**src/rtl/split_sweep_pkg.sv**
```systemverilog
// ============================================================================
// Module  : split_sweep_pkg
// Brief   : Shared FSM state encoding and default LFSR taps for split_sweep_ctrl.
// Rev     : 1.0
// ============================================================================
`default_nettype none

package split_sweep_pkg;

  typedef enum logic [1:0] {
    IDLE = 2'd0,
    EVAL = 2'd1,
    HOLD = 2'd2
  } sweep_state_t;

  // x^32 + x^22 + x^2 + x + 1
  localparam logic [31:0] DEFAULT_TAPS = 32'h8020_0003;

endpackage

`default_nettype wire

```
**src/rtl/split_sweep_next.sv**
```systemverilog
// ============================================================================
// Module  : split_sweep_next
// Brief   : Next-candidate and seed-load generator; SPLIT_SWEEP_LFSR_EN selects
//           Galois LFSR stepping, otherwise a wrapping binary counter.
// Rev     : 1.0
// ============================================================================
`default_nettype none

module split_sweep_next #(
  parameter int               WIDTH = 32,
  parameter logic [WIDTH-1:0] TAPS  = '1
) (
  input  logic [WIDTH-1:0] cur,
  input  logic [WIDTH-1:0] seed,
  output logic [WIDTH-1:0] next_val,
  output logic [WIDTH-1:0] load_val
);

`ifdef SPLIT_SWEEP_LFSR_EN
  assign next_val = (cur >> 1) ^ (cur[0] ? TAPS : '0);
  // All-zero is the LFSR's lock-up state, so never start from it.
  assign load_val = (seed == '0) ? WIDTH'(1) : seed;
`else
  logic unused_taps;
  assign unused_taps = ^TAPS;
  assign next_val    = cur + WIDTH'(1);
  assign load_val    = seed;
`endif

endmodule

`default_nettype wire

```
**src/rtl/split_sweep_ctrl.sv**
```systemverilog
// ============================================================================
// Module  : split_sweep_ctrl
// Brief   : Sweeps candidates into a split_N checker until a hit or the budget
//           runs out, then offers the outcome on a valid/ready handshake.
//           Build option: SPLIT_SWEEP_LFSR_EN (LFSR candidate order).
// Rev     : 1.0
// ============================================================================
`default_nettype none

module split_sweep_ctrl
  import split_sweep_pkg::*;
#(
  parameter int               WIDTH    = 32,
  parameter int               MAX_ITER = 1024,
  parameter logic [WIDTH-1:0] TAPS     = WIDTH'(DEFAULT_TAPS)
) (
  input  logic                          clk,
  input  logic                          rst,
  input  logic                          start,
  input  logic [WIDTH-1:0]              seed,
  output logic [WIDTH-1:0]              cand,
  input  logic                          sat_in,
  output logic                          busy,
  output logic                          done_valid,
  input  logic                          done_ready,
  output logic                          found,
  output logic [WIDTH-1:0]              result,
  output logic [$clog2(MAX_ITER+1)-1:0] iter_count
);

  localparam int              ITW       = $clog2(MAX_ITER + 1);
  localparam logic [ITW-1:0]  LAST_ITER = ITW'(MAX_ITER - 1);

  sweep_state_t     state, state_nxt;
  logic [WIDTH-1:0] next_val;
  logic [WIDTH-1:0] load_val;
  logic             budget_out;

  split_sweep_next #(
    .WIDTH (WIDTH),
    .TAPS  (TAPS)
  ) u_next (
    .cur      (cand),
    .seed     (seed),
    .next_val (next_val),
    .load_val (load_val)
  );

  // The candidate being evaluated now is number iter_count+1.
  assign budget_out = (iter_count == LAST_ITER);

  always_ff @(posedge clk or posedge rst) begin
    if (rst) begin
      state <= IDLE;
    end else begin
      state <= state_nxt;
    end
  end

  always_comb begin
    state_nxt = state;
    unique case (state)
      IDLE:    if (start)                state_nxt = EVAL;
      EVAL:    if (sat_in || budget_out) state_nxt = HOLD;
      HOLD:    if (done_ready)           state_nxt = IDLE;
      default:                           state_nxt = IDLE;
    endcase
  end

  always_comb begin
    busy       = (state == EVAL);
    done_valid = (state == HOLD);
  end

  always_ff @(posedge clk or posedge rst) begin
    if (rst) begin
      cand       <= '0;
      result     <= '0;
      found      <= 1'b0;
      iter_count <= '0;
    end else begin
      unique case (state)
        IDLE: begin
          if (start) begin
            cand       <= load_val;
            iter_count <= '0;
            found      <= 1'b0;
          end
        end
        EVAL: begin
          iter_count <= iter_count + ITW'(1);
          if (sat_in) begin
            result <= cand;
            found  <= 1'b1;
          end else if (budget_out) begin
            result <= cand;
            found  <= 1'b0;
          end else begin
            cand <= next_val;
          end
        end
        default: ;
      endcase
    end
  end

endmodule

`default_nettype wire
```
**config.mk**
```make
export PLATFORM = sky130hd
export DESIGN_NAME = split_sweep_ctrl
export DESIGN_NICKNAME = d
export VERILOG_FILES = /design/src/rtl/split_sweep_pkg.sv /design/src/rtl/split_sweep_next.sv /design/src/rtl/split_sweep_ctrl.sv
export SDC_FILE = /design/constraint.sdc
export NUM_CORES = 1
export LEC_CHECK = 0
export CAP_MARGIN = 30
export CORE_MARGIN = 5
export CORE_UTILIZATION = 45
export CTS_CLUSTER_SIZE = 8
export DETAILED_ROUTE_END_ITERATION = 10
export GPL_TIMING_DRIVEN = 0
export PLACE_DENSITY = 0.79
export RECOVER_POWER = 100
export SYNTH_ARGS = -nofsm -noshare
export SYNTH_HDL_FRONTEND = slang
export SYNTH_SLANG_ARGS = --single-unit
```
**constraint.sdc**
```tcl
create_clock -name clk -period 3.85 [get_ports clk]
set_clock_uncertainty 0.05 [all_clocks]
set_input_delay 0.385 -clock clk [delete_from_list [all_inputs] [get_ports clk]]
set_output_delay 0.385 -clock clk [all_outputs]
set_load 0.02 [all_outputs]
```
# [Yosys cells after proc, flatten, opt, wreduce, memory -nomap -nowiden]
# Index checks and enable logic that the tools add are counted.
# Widths: inputs -> output; s select.
[word_totals] regBits=78 inputBits=37 out_inout_bits=78 wordCells=41
[op_classes] add_sub_neg=2 n_eq_ne=9 muxes=16 n_reduce_logical=9
[op_table] cell="$mux 32" n=5
[op_table] cell="$pmux 32 s2" n=1
[op_table] cell="$add 32x1->32 const B" n=1
[op_table] cell="$pmux 11 s2" n=1
[op_table] cell="$add 11x1->11 const B" n=1
[op_table] cell="$eq 11x10->1 const B" n=1
[op_table] cell="$mux 11" n=1
[op_table] cell="$mux 2" n=3
[op_table] cell="$ne 2x2->1 const B" n=3
[op_table] cell="$pmux 2 s3" n=1
[op_table] cell="$reduce_and 3->1" n=2
[op_table] cell="$ne 2x1->1 const B" n=2
[op_table] cell="$reduce_and 2->1" n=2
[op_table] cell="$reduce_and 4->1" n=1
[op_table] cell="$reduce_bool 2->1" n=2
[op_table] cell="$mux 1" n=3
[op_table] cell="$ne 3x2->1 const B" n=1
[op_table] cell="$eq 2x1->1 const B" n=1
[op_table] cell="$eq 2x2->1 const B" n=1
[op_table] cell="$logic_not 2->1" n=1
[op_table] cell="$pmux 1 s2" n=1
[op_table] cell="$logic_or 1x1->1" n=1

# [Logic depth before layout (Yosys ltp)]
# Gate-level depths: netlist of run 1.
[logic_depth] depth_word=4 ltp_mapped=8 ltp_nobuf=7

# [Cells and area by module]
# Synthesis of run 1 repeated with hierarchy kept, for this count alone.
[unflattened] cells_unflattened=420 area_unflattened_um2=4518.1
[modules_own_cells] module="split_sweep_ctrl" n_inst=1 cells_per_inst=292 area_per_inst_um2=3593.4 seq_area_each_um2=1951.9
[modules_own_cells] module="split_sweep_next" n_inst=1 cells_per_inst=128 area_per_inst_um2=924.6 seq_area_each_um2=0.0

# [Worst setup path after synthesis of run 1]
# No wires, ideal clock.
[synth_timing] kind="flip-flop to flip-flop" from="reg iter_count[0]" to="reg cand[6]" setup_ns=0.137 arrival_time_ns=1.888 t_required_ns=3.663 setup_slack_ns=1.775 path_stages_with_launch=9 n_path_buf=1 synth_period_minus_slack_ns=2.075 cell_sequence="dfrtp_1 > ha_1 > nand4_2 > nor4_4 > o31a_1 > inv_2 > clkbuf_1 > a21oi_1 > a21oi_1"
[synth_via] elab_chain_cells=3
[synth_rtl] element="start: declaration" line="split_sweep_ctrl.sv:28" text="output logic [$clog2(MAX_ITER+1)-1:0] iter_count"
[synth_rtl] element="start signal: assignment" line="split_sweep_ctrl.sv:91" text="iter_count <= iter_count + ITW'(1);"
[synth_rtl] element="$eq 11x10->1" line="split_sweep_ctrl.sv:50" text="assign budget_out = (iter_count == LAST_ITER);"
[synth_rtl] element="$ne 2x2->1 (no source line)"
[synth_rtl] element="$reduce_and 4->1 (no source line)"
[synth_rtl] element="end signal: assignment" line="split_sweep_ctrl.sv:85" text="cand <= load_val;"
[synth_rtl] element="end signal: assignment" line="split_sweep_ctrl.sv:99" text="cand <= next_val;"
[synth_rtl] element="end: declaration" line="split_sweep_ctrl.sv:21" text="output logic [WIDTH-1:0] cand,"
# No other way between the ends.
# A chain may end at the register's enable or synchronous reset.

# [Final worst setup path of run 1]
[layout_timing] from="reg state[1]" to="out busy"
[layout_via] elab_chain_cells=1
[layout_rtl] element="start: declaration" line="split_sweep_ctrl.sv:34" text="sweep_state_t state, state_nxt;"
[layout_rtl] element="start signal: assignment" line="split_sweep_ctrl.sv:56" text="state <= state_nxt;"
[layout_rtl] element="$eq 2x1->1" line="split_sweep_ctrl.sv:71" text="busy = (state == EVAL);"
[layout_rtl] element="end: declaration" line="split_sweep_ctrl.sv:23" text="output logic busy,"
# No other way between the ends.

==> results of run 1 <==
==> flip-flops by register name, indices dropped and copies added (netlist names) <==
| name | flops |
|---|---|
| cand | 32 |
| state | 2 |
| iter_count | 11 |
| found | 1 |
| result | 32 |
==> worst max path at each step <==
stage                                         to            startpoint
final                                       busy  state[1]$_DFFE_PP0P_
after global routing                        busy  state[1]$_DFFE_PP0P_
after CTS                                   busy  state[1]$_DFFE_PP0P_
after detailed placement                    busy  state[1]$_DFFE_PP0P_
after global placement    result[25]$_DFFE_PP0P_                   rst
after floorplan              cand[0]$_DFFE_PP0P_                   rst
==> layout make-up <==
class | count | area [µm²] | share of cell area
Buffer | 26 | 111 | 0.0204
Clock buffer | 13 | 149 | 0.0272
Clock inverter | 3 | 67.6 | 0.0124
Inverter | 12 | 46.3 | 0.00847
Multi-Input combinational cell | 288 | 1860 | 0.340
Sequential cell | 78 | 1950 | 0.357
Tap cell | 108 | 135 | 0.0247
Timing Repair Buffer | 115 | 1150 | 0.210
==> synth_stat cells, types with 2 or more instances <==
| cell type | n |
|---|---|
| a211oi_1 | 8 |
| a21oi_1 | 34 |
| a22o_1 | 6 |
| a22oi_1 | 5 |
| a2bb2oi_1 | 3 |
| a311oi_1 | 3 |
| a31o_2 | 4 |
| a31oi_1 | 3 |
| a41oi_1 | 3 |
| and2_1 | 2 |
| and3_1 | 7 |
| and4_1 | 2 |
| buf_1 | 2 |
| buf_2 | 11 |
| clkbuf_1 | 11 |
| dfrtp_1 | 78 |
| ha_1 | 2 |
| inv_1 | 11 |
| mux2_2 | 32 |
| nand2_1 | 37 |
| nand2b_1 | 4 |
| nand3_1 | 17 |
| nand4_1 | 6 |
| nand4_2 | 2 |
| nor2_1 | 26 |
| nor3_1 | 9 |
| nor4_1 | 5 |
| nor4_4 | 2 |
| nor4b_1 | 2 |
| o21ai_0 | 35 |
| o21ai_2 | 2 |
| o221ai_1 | 2 |
| o22a_1 | 3 |
| o22ai_1 | 9 |
| o31ai_1 | 2 |
| o32ai_1 | 2 |
==> layer usage <==
layer / up-vias / part of all wire
met3: 31 / 0.095
met2: 235 / 0.48
met1: 1882 / 0.40
met4: 0 / 0.019
met5: - / 0
li1: 1765 / -
==> metrics by stage <==
step	total power, mW	setup WS (ns)	cells	hold slack [ns]
final	4.73	0.432	643	0.431
after detailed placement	4.21	1.04	627	0.421
after CTS	4.90	0.626	643	0.249
after global placement	4.13	0.0633	626	0.421
after global routing	5.03	0.308	643	0.460
after floorplan	3.03	1.42	404	0.443
==> power by group through the flow <==
stage	logic, mW	registers (mW)	clock network [mW]
floorplan	1.09	1.94	0
global placement	2.54	1.59	0
detailed placement	2.59	1.61	0
CTS	2.61	1.60	0.691
global route	2.64	1.66	0.729
finish	2.45	1.59	0.686
==> logic make-up (layout without fill, tap and decap cells) <==
group | after synthesis | after routing
flops | 78 | 78
simple gates | 125 | 125
compound gates | 128 | 128
mux | 33 | 33
buf+inv | 38 | 169
fa+ha+maj | 2 | 2
==> tightest hold or removal path: stages (launching register included) <==
cell	delay, ns
dfrtp_1	0.35
nand2_1	0.05
o21ai_0	0.06
==> results by group, run 1 <==
Outcome
  • Status: finished, violations left
  • Violated checks: capacitance limit, slew limit

Pwr
  • Pleak: 2.20 nW
  • Clock group share of total power: 0.145
  • Sw frac: 0.450
  • Cell Int Power: 2.60 mW
  • P per Cell Area: 865 nW/µm²
  • Net switching power: 2.13 mW
  • Reg power frac: 0.336
  • Maximum vdd ir drop: 0.000427 V
  • Combinational share of power: 0.519

Critical path
  • Worst r2r dst: result[6]$_DFFE_PP0P_
  • FF-to-FF Start: iter_count[0]$_DFFE_PP0P_
  • Critical Path AT: 2.98 ns
  • Setup slack, reg-to-reg: 0.72 ns
  • Worst path most repeated cell: clkbuf_1
  • Setup crit end kind: primary output
  • CP max stage delay: 0.76 ns
  • Slowest CP cell: dlygate4sd3_1
  • Critical path fanouts, max: 10
  • Critical-path cell list: nand2b_1 > clkbuf_1 > inv_1 > buf_2 > clkbuf_1 > dlygate4sd3_1
  • WP data required: 3.41 ns
  • Cells on worst reg2reg path: 6
  • CP Class: reg -> out
  • Type of origin of the critical path: register
  • Cell count along the critical path: 6
  • Delay-heaviest family, CP: buffers and inverters
  • CP bufs+invs: 5

STA
  • Fin. max-slew vios: 67
  • Min cycle time layout: 3.42 ns
  • Worst slew margin: -0.0950
  • RSZ-0062 raised after global routing: no
  • Hold Violations, Final: 0
  • Final period util: 0.888
  • Setup TNS: 0 ns
  • Finish-stage setup viols: 0
  • Fmax: 293 MHz
  • Slew @ Worst Pin: 1.64 ns

Synth
  • Simple-gate area share of the yosys netlist: 0.169
  • Post-Syn Instances: 404
  • Top cells by area, synth: dfrtp_1 (49%), mux2_2 (9.0%), o21ai_0 (4.4%)
  • Mean Syn Cell Area: 9.91 µm²
  • Largest family of logic cells by synthesized area: compound AO/OA/AOI/OAI gates
  • Yosys reg bits: 78
  • Number of enable flip-flop cells after synthesis: 0
  • Ys async rst share: 1.00
  • Main flop type after synthesis: dfrtp_1
  • Area leader, netlist: dfrtp_1
  • Post-synthesis mux area share: 0.0925
  • Compound-Gate Fraction of Synth Area: 0.203
  • Mapped Area: 4010 µm²
  • Xor/xnor share of the synthesized area: 0
  • Netlist cell types: 48
  • Synth warnings: 0
  • Seq/Total Area, Yosys: 0.487
  • Synth top area share: 0.487
  • Syn_nets: 443
  • Synth Area in Adders: 0.00625

Placed design
  • Gp weighted congestion: 0.851
  • Port Buffers: 114
  • Cell Area, Placed: 5310 µm²
  • Detail Placement HPWL: 8500 µm

Final layout
  • Share of layout cells above drive strength 1: 0.118
  • Finished Cell Area: 5470 µm²
  • Fin util: 0.630
  • Filler instances: 750
  • Area Overhead vs Synth: 36.5%
  • Ant. Diodes: 0
  • Most common cell after layout, fill and taps aside: dlygate4sd3_1
  • Final #Nets: 569
  • Commonest cells after routing, fill and taps aside: dlygate4sd3_1 (80), dfrtp_1 (78), nand2_1 (37)

Route
  • Final ANT Viol Nets: 0
  • DRT iter0 DRCs: 383
  • Vias: 3,913
  • Routed WL per cell: 18.7 µm
  • DR DRC count: 0
  • Via/cell ratio: 6.09
  • DR pass1 iterations: 5
  • Routed WL: 12,000 µm

Hold path
  • HP Class: reg -> reg
  • Hold path depth: 2
  • Hold_sp: result[20]$_DFFE_PP0P_
  • WHS Endpoint: result[20]$_DFFE_PP0P_

Global route
  • Remaining Overflow, GRT: 0
  • Met3 GRT Util: 0.0627
  • Largest net degree at the start of global routing: 67
  • Initial antenna violation count: 0
  • Met2 Use GR: 0.355
  • Met1 track utilization from global routing: 0.285
  • GRT Total Usage: 0.221
  • Global-route wire length before repair: 19,900 µm
  • Gr busiest metal: met2
  • Vias in the first global route: 3,888

Clock tree
  • CTS tree: done
  • Num CTS Buffers: 9
  • Clock Sinks: 78
  • Clk pin slew, worst setup/hold paths: 0.08 ns
  • Root buf cell: clkbuf_8
  • Htree depth: 3
  • Clk_lat worst skew: 0.34 ns
  • Bufs on Longest Clock Path: 2
  • Post-CTS sizing: 0
  • Post-CTS Setup Bufs: 0
  • CTS Hold Bufs: 0

Floorplan
  • Die W: 104 µm
  • # rows: 34
  • Die area: 10,900 µm²
  • Core area: 8680 µm²
  • Starting Density: 0.462
  • DIE HEIGHT: 104 µm
  • IO Pins: 115

Run
  • Max Cap Violations: 1
Power figures use the tool's default switching activity.
==> inputs of run 2 (changes only) <==
- RECOVER_POWER: 100 -> 50
==> run 2 against run 1 <==
Effect of this change: fmax grew 0.92%; via count rose by 0.36%; highest routed layer unchanged; wire length up 0.76%; clock power about the same; the flow still finishes with violations (capacitance limit, slew limit); clock-buffer cell count did not move; worst setup slack improved by 0.031 ns; global-route usage stayed put.
==> results by group, run 2 (synthesized netlist as in run 1, its figures left out) <==
Outcome
  • Status: finished, violations left
  • Violated checks: capacitance limit, slew limit

Floorplan
  • Die area: 10,900 µm² (unchanged)
  • DIE HEIGHT: 104 µm (unchanged)
  • Core area: 8680 µm² (unchanged)
  • IO Pins: 115 (unchanged)
  • Starting Density: 0.462 (unchanged)
  • # rows: 34 (unchanged)
  • Die W: 104 µm (unchanged)

Final layout
  • Share of layout cells above drive strength 1: 0.133 (+0.0150)
  • Final #Nets: 569 (unchanged)
  • Area Overhead vs Synth: 36.9%
  • Finished Cell Area: 5480 µm² (+0.25%)
  • Largest regs: cand: 32 flops, result: 32 flops, iter_count: 11 flops
  • Ant. Diodes: 0 (unchanged)
  • Most common cell after layout, fill and taps aside: clkdlybuf4s50_1
  • Fin cells: 643 (unchanged)
  • Filler instances: 746 (-0.53%)
  • Commonest cells after routing, fill and taps aside: clkdlybuf4s50_1 (82), dfrtp_1 (78), nand2_1 (37)

STA
  • Min cycle time layout: 3.39 ns (-0.0312 ns)
  • Setup TNS: 0 ns (unchanged)
  • Fin. max-slew vios: 67 (unchanged)
  • RSZ-0062 raised after global routing: no
  • Hold Violations, Final: 0 (unchanged)
  • Final period util: 0.880 (-0.00809)
  • Worst slew margin: -0.0974 (-0.00232)
  • Fmax: 295 MHz (+0.92%)
  • Worst setup margin: 0.463 ns (+0.0312 ns)
  • Slew @ Worst Pin: 1.65 ns (+0.00348 ns)
  • Hold slack: 0.434 ns (+0.00236 ns)
  • Finish-stage setup viols: 0 (unchanged)

Clock tree
  • Clk_lat worst skew: 0.35 ns (about the same)
  • Htree depth: 3 (unchanged)
  • Post-CTS sizing: 0 (unchanged)
  • Num CTS Buffers: 9 (unchanged)
  • CTS tree: done
  • Post-CTS Setup Bufs: 0 (unchanged)
  • Clock Sinks: 78 (unchanged)
  • Root buf cell: clkbuf_8
  • Clk pin slew, worst setup/hold paths: 0.08 ns (about the same)
  • Bufs on Longest Clock Path: 2 (unchanged)
  • CTS Hold Bufs: 0 (unchanged)

Placed design
  • Placement Setup Slack: 1.04 ns (unchanged)
  • Placed Cells: 627 (unchanged)
  • Gp weighted congestion: 0.851 (unchanged)
  • Cell Area, Placed: 5310 µm² (unchanged)
  • Detail Placement HPWL: 8500 µm (unchanged)
  • Port Buffers: 114 (unchanged)

Route
  • Vias: 3,927 (+0.36%)
  • DRT iter0 DRCs: 346 (-9.7%)
  • DR DRC count: 0 (unchanged)
  • Via/cell ratio: 6.11 (+0.36%)
  • Final ANT Viol Nets: 0 (unchanged)
  • Routed WL per cell: 18.8 µm (+0.76%)
  • DR pass1 iterations: 6 (+1)
  • Routed WL: 12,100 µm (+0.76%)

Pwr
  • Pleak: 2.16 nW (-1.6%)
  • Clock group share of total power: 0.141 (-0.004)
  • Combinational share of power: 0.526 (+0.007)
  • Maximum vdd ir drop: 0.000435 V (+1.7%)
  • Net switching power: 2.15 mW (+0.73%)
  • P per Cell Area: 881 nW/µm² (+1.8%)
  • Sw frac: 0.444 (-0.00591)
  • Reg power frac: 0.332 (-0.004)
  • Cell Int Power: 2.68 mW (+3.2%)

Hold path
  • HP Class: reg -> reg

Global route
  • GRT Total Usage: 0.221 (unchanged)
  • Largest net degree at the start of global routing: 67 (unchanged)
  • Global-route wire length before repair: 19,900 µm (unchanged)
  • Vias in the first global route: 3,888 (unchanged)
  • Remaining Overflow, GRT: 0 (unchanged)
  • Initial antenna violation count: 0 (unchanged)

Critical path
  • Setup crit end kind: primary output
  • Type of origin of the critical path: register
  • Critical Path AT: 2.95 ns (-0.03 ns)
  • WP data required: 3.41 ns (about the same)
  • CP Class: reg -> out
  • Critical path fanouts, max: 10 (unchanged)

Run
  • Max Cap Violations: 1 (unchanged)
## run 2: changes by cell type in the layout (fill, tap and decap cells not counted)
cell	delta
clkdlybuf4s50_1	+48
buf_4	+1
clkbuf_1	-7
inv_2	+1
o21ai_0	-1
dlygate4sd3_1	-48
o21ai_2	+1
buf_2	+5
inv_1	-1
buf_1	+1
## run 2: per-stage QoR
stage	utilization	total power [mW]
2_1_floorplan	-	3.03
3_3_place_gp	0.609	4.13
3_5_place_dp	0.612	4.21
4_1_cts	0.637	4.90
5_1_grt	0.632	5.12
6_report	0.632	4.83
## run 2: area by class of cell
type,instances,area (µm²),area share
buffer,26,121,0.0221
clock buffer,13,149,0.0272
clock inverter,3,67.6,0.0123
inverter,12,46.3,0.00845
multi-input combinational,288,1860,0.340
sequential,78,1950,0.356
tap,108,135,0.0247
timing repair buffer,115,1150,0.209
## run 2: power groups by stage
| stage | Clock [mW] | Sequential (mW) | Combinational [mW] |
|---|---|---|---|
| final | 0.683 | 1.61 | 2.54 |
| after global routing | 0.729 | 1.67 | 2.73 |
| after CTS | 0.691 | 1.60 | 2.61 |
| after detailed placement | 0 | 1.61 | 2.59 |
| after global placement | 0 | 1.59 | 2.54 |
| after floorplan | 0 | 1.94 | 1.09 |
## run 2: per-layer routing
layer | global-route usage | vias up | part of all wire
met5 | 0 | - | 0
met4 | 0.0786 | 0 | 0.018
met3 | 0.0627 | 26 | 0.088
met2 | 0.355 | 240 | 0.48
met1 | 0.285 | 1892 | 0.41
li1 | - | 1769 | -
## run 2: final timing paths
check | startpoint | cells past startpoint | slack, ns | end
min in group asynchronous | rst | 2 | 0.46 | iter_count[3]$_DFFE_PP0P_
setup / recovery | state[1]$_DFFE_PP0P_ | 6 | 0.46 | busy
hold / removal | result[20]$_DFFE_PP0P_ | 2 | 0.43 | result[20]$_DFFE_PP0P_
setup reg to reg | iter_count[0]$_DFFE_PP0P_ | 8 | 1.20 | cand[9]$_DFFE_PP0P_
max in group asynchronous | rst | 3 | 1.35 | found$_DFFE_PP0P_
hold reg to reg | result[20]$_DFFE_PP0P_ | 2 | 0.43 | result[20]$_DFFE_PP0P_
## run 2: worst max-delay path, stage by stage, from the launching register on
cell             delay [ns]
dfrtp_1                0.43
nand2b_1               0.18
clkbuf_1               0.27
inv_1                  0.26
buf_2                  0.29
clkbuf_1               0.45
clkdlybuf4s50_1        0.72
==> inputs of run 3 (changes only) <==
- SETUP_SLACK_MARGIN: not set -> 0.5
==> run 3 against run 2 <==
Effect of this change: the flow still finishes with violations (capacitance limit, slew limit); sequential cell count is the same; utilization is essentially flat; first-iteration DRC count shrank 18%; sequential power is essentially flat; wire length shrank 0.37%; clock-buffer cell count is the same; register-to-register slack is essentially flat; global-route usage is the same; design area is essentially flat; highest routed layer unchanged.
==> results by group, run 3 (synthesized netlist as in run 1, its figures left out) <==
Outcome
  • Status: finished, violations left
  • Violated checks: capacitance limit, slew limit

Floorplan
  • # rows: 34 (unchanged)
  • IO Pins: 115 (unchanged)
  • DIE HEIGHT: 104 µm (unchanged)
  • Core area: 8680 µm² (unchanged)
  • Die area: 10,900 µm² (unchanged)
  • Starting Density: 0.462 (unchanged)
  • Die W: 104 µm (unchanged)

Final layout
  • Final #Nets: 569 (unchanged)
  • Largest regs: cand: 32 flops, result: 32 flops, iter_count: 11 flops
  • Ant. Diodes: 0 (unchanged)
  • FF/Latch Area: 1950 µm² (unchanged)
  • Area of the multi-input gates: 1860 µm² (unchanged)
  • Share of layout cells above drive strength 1: 0.135 (+0.00187)
  • Area Overhead vs Synth: 36.9% (about the same)
  • Filler instances: 746 (unchanged)
  • Commonest cells after routing, fill and taps aside: clkdlybuf4s50_1 (82), dfrtp_1 (78), nand2_1 (37)
  • Most common cell after layout, fill and taps aside: clkdlybuf4s50_1

Run
  • Max Cap Violations: 1 (unchanged)

Global route
  • Largest net degree at the start of global routing: 67 (unchanged)
  • GRT Total Usage: 0.221 (unchanged)
  • Initial antenna violation count: 0 (unchanged)
  • Remaining Overflow, GRT: 0 (unchanged)
  • Global-route wire length before repair: 19,900 µm (unchanged)
  • Vias in the first global route: 3,888 (unchanged)

Critical path
  • Crit path to: busy
  • WP data required: 3.41 ns (about the same)
  • Critical path fanouts, max: 10 (unchanged)
  • Setup crit end kind: primary output
  • Type of origin of the critical path: register
  • FF-to-FF Start: iter_count[0]$_DFFE_PP0P_
  • Critical Path AT: 2.75 ns (-0.20 ns)
  • Setup slack, reg-to-reg: 1.20 ns (about the same)
  • Worst r2r dst: cand[18]$_DFFE_PP0P_
  • CP Class: reg -> out
  • Cells on worst reg2reg path: 8 (unchanged)
  • Worst setup path start: state[1]$_DFFE_PP0P_

Clock tree
  • Clk pin slew, worst setup/hold paths: 0.08 ns (about the same)
  • CTS Hold Bufs: 0 (unchanged)
  • Bufs on Longest Clock Path: 2 (unchanged)
  • Num CTS Buffers: 9 (unchanged)
  • Htree depth: 3 (unchanged)
  • Clock Sinks: 78 (unchanged)
  • Root buf cell: clkbuf_8
  • CTS tree: done
  • Clk_lat worst skew: 0.35 ns (about the same)

Route
  • DRT iter0 DRCs: 283 (-18%)
  • Routed WL: 12,100 µm (-0.37%)
  • DR pass1 iterations: 5 (-1)
  • Final ANT Viol Nets: 0 (unchanged)
  • Via/cell ratio: 6.08 (-0.51%)
  • DR DRC count: 0 (unchanged)
  • Vias: 3,907 (-0.51%)
  • Routed WL per cell: 18.7 µm (-0.37%)

Placed design
  • Detail Placement HPWL: 8500 µm (unchanged)
  • Port Buffers: 114 (unchanged)
  • Gp weighted congestion: 0.851 (unchanged)

STA
  • Hold Violations, Final: 0 (unchanged)
  • RSZ-0062 raised after global routing: no
  • Fin. max-slew vios: 67 (unchanged)
  • Final period util: 0.829 (-0.0512)
  • Finish-stage setup viols: 0 (unchanged)
  • Setup TNS: 0 ns (unchanged)
  • Min cycle time layout: 3.19 ns (-0.197 ns)
  • Worst slew margin: -0.0977 (-0.000375)
  • Fmax: 313 MHz (+6.2%)
  • Slew @ Worst Pin: 1.65 ns (+0.000562 ns)

Pwr
  • P per Cell Area: 881 nW/µm² (about the same)
  • Maximum vdd ir drop: 0.000434 V (-0.16%)
  • PnR Total Power: 4.83 mW (about the same)
  • Pleak: 2.17 nW (+0.15%)

Hold path
  • HP Class: reg -> reg
[run 3: cell counts in the layout (fill, tap and decap cells not counted)]
Identical to the previous run, type by type.
[run 3: timing repair]
action | in CTS | in global routing
buffers inserted | 0 | 0
endpoints found under the hold margin | 0 | 0
gates resized for setup | 0 | 2
endpoints found under the setup margin | 0 | 1
[run 3: routing by layer]
| metal | GRT usage | up-vias | part of all wire |
|---|---|---|---|
| met4 | 0.0786 | 0 | 0.020 |
| met1 | 0.285 | 1899 | 0.40 |
| li1 | - | 1763 | - |
| met5 | 0 | - | 0 |
| met2 | 0.355 | 216 | 0.49 |
| met3 | 0.0627 | 29 | 0.091 |
[run 3: area by class of cell]
cell class / count / area share
sequential: 78 / 0.356
timing repair buffer: 115 / 0.209
inverter: 12 / 0.00844
buffer: 26 / 0.0224
clock buffer: 13 / 0.0272
clock inverter: 3 / 0.0123
multi-input combinational: 288 / 0.340
tap: 108 / 0.0246
[run 3: report_power, final]
part	switching [mW]	internal (mW)	total [mW]	leakage, nW
sequential	0.421	1.18	1.60	0.933
clock	0.297	0.384	0.681	0.104
combinational	1.43	1.12	2.55	1.13
total	2.14	2.68	4.83	2.17
[run 3: metrics by stage]
stage	instance area, µm²	setup slack, ns	hold WS, ns	std cells	util
floorplan	4010	1.42	0.443	404	-
global placement	5280	0.0633	0.421	626	0.609
detailed placement	5310	1.04	0.421	627	0.612
CTS	5530	0.626	0.249	643	0.637
global route	5480	0.543	0.460	643	0.632
finish	5480	0.660	0.436	643	0.632
[run 3: worst max-delay path: stages (launching register included)]
cell and delay, ns:
dfrtp_1 0.43, nand2b_1 0.18, clkbuf_1 0.26, inv_1 0.26, buf_2 0.30, clkbuf_2 0.30, clkdlybuf4s50_1 0.67
[run 3: worst min path at each step]
| stage | start | end | slack, ns | cells after the start |
|---|---|---|---|---|
| floorplan | done_ready | state[1]$_DFFE_PP0P_ | 0.44 | 1 |
| global placement | result[20]$_DFFE_PP0P_ | result[20]$_DFFE_PP0P_ | 0.42 | 2 |
| detailed placement | result[20]$_DFFE_PP0P_ | result[20]$_DFFE_PP0P_ | 0.42 | 2 |
| CTS | rst | result[31]$_DFFE_PP0P_ | 0.25 | 2 |
| global route | result[20]$_DFFE_PP0P_ | result[20]$_DFFE_PP0P_ | 0.46 | 2 |
| finish | result[20]$_DFFE_PP0P_ | result[20]$_DFFE_PP0P_ | 0.44 | 2 |
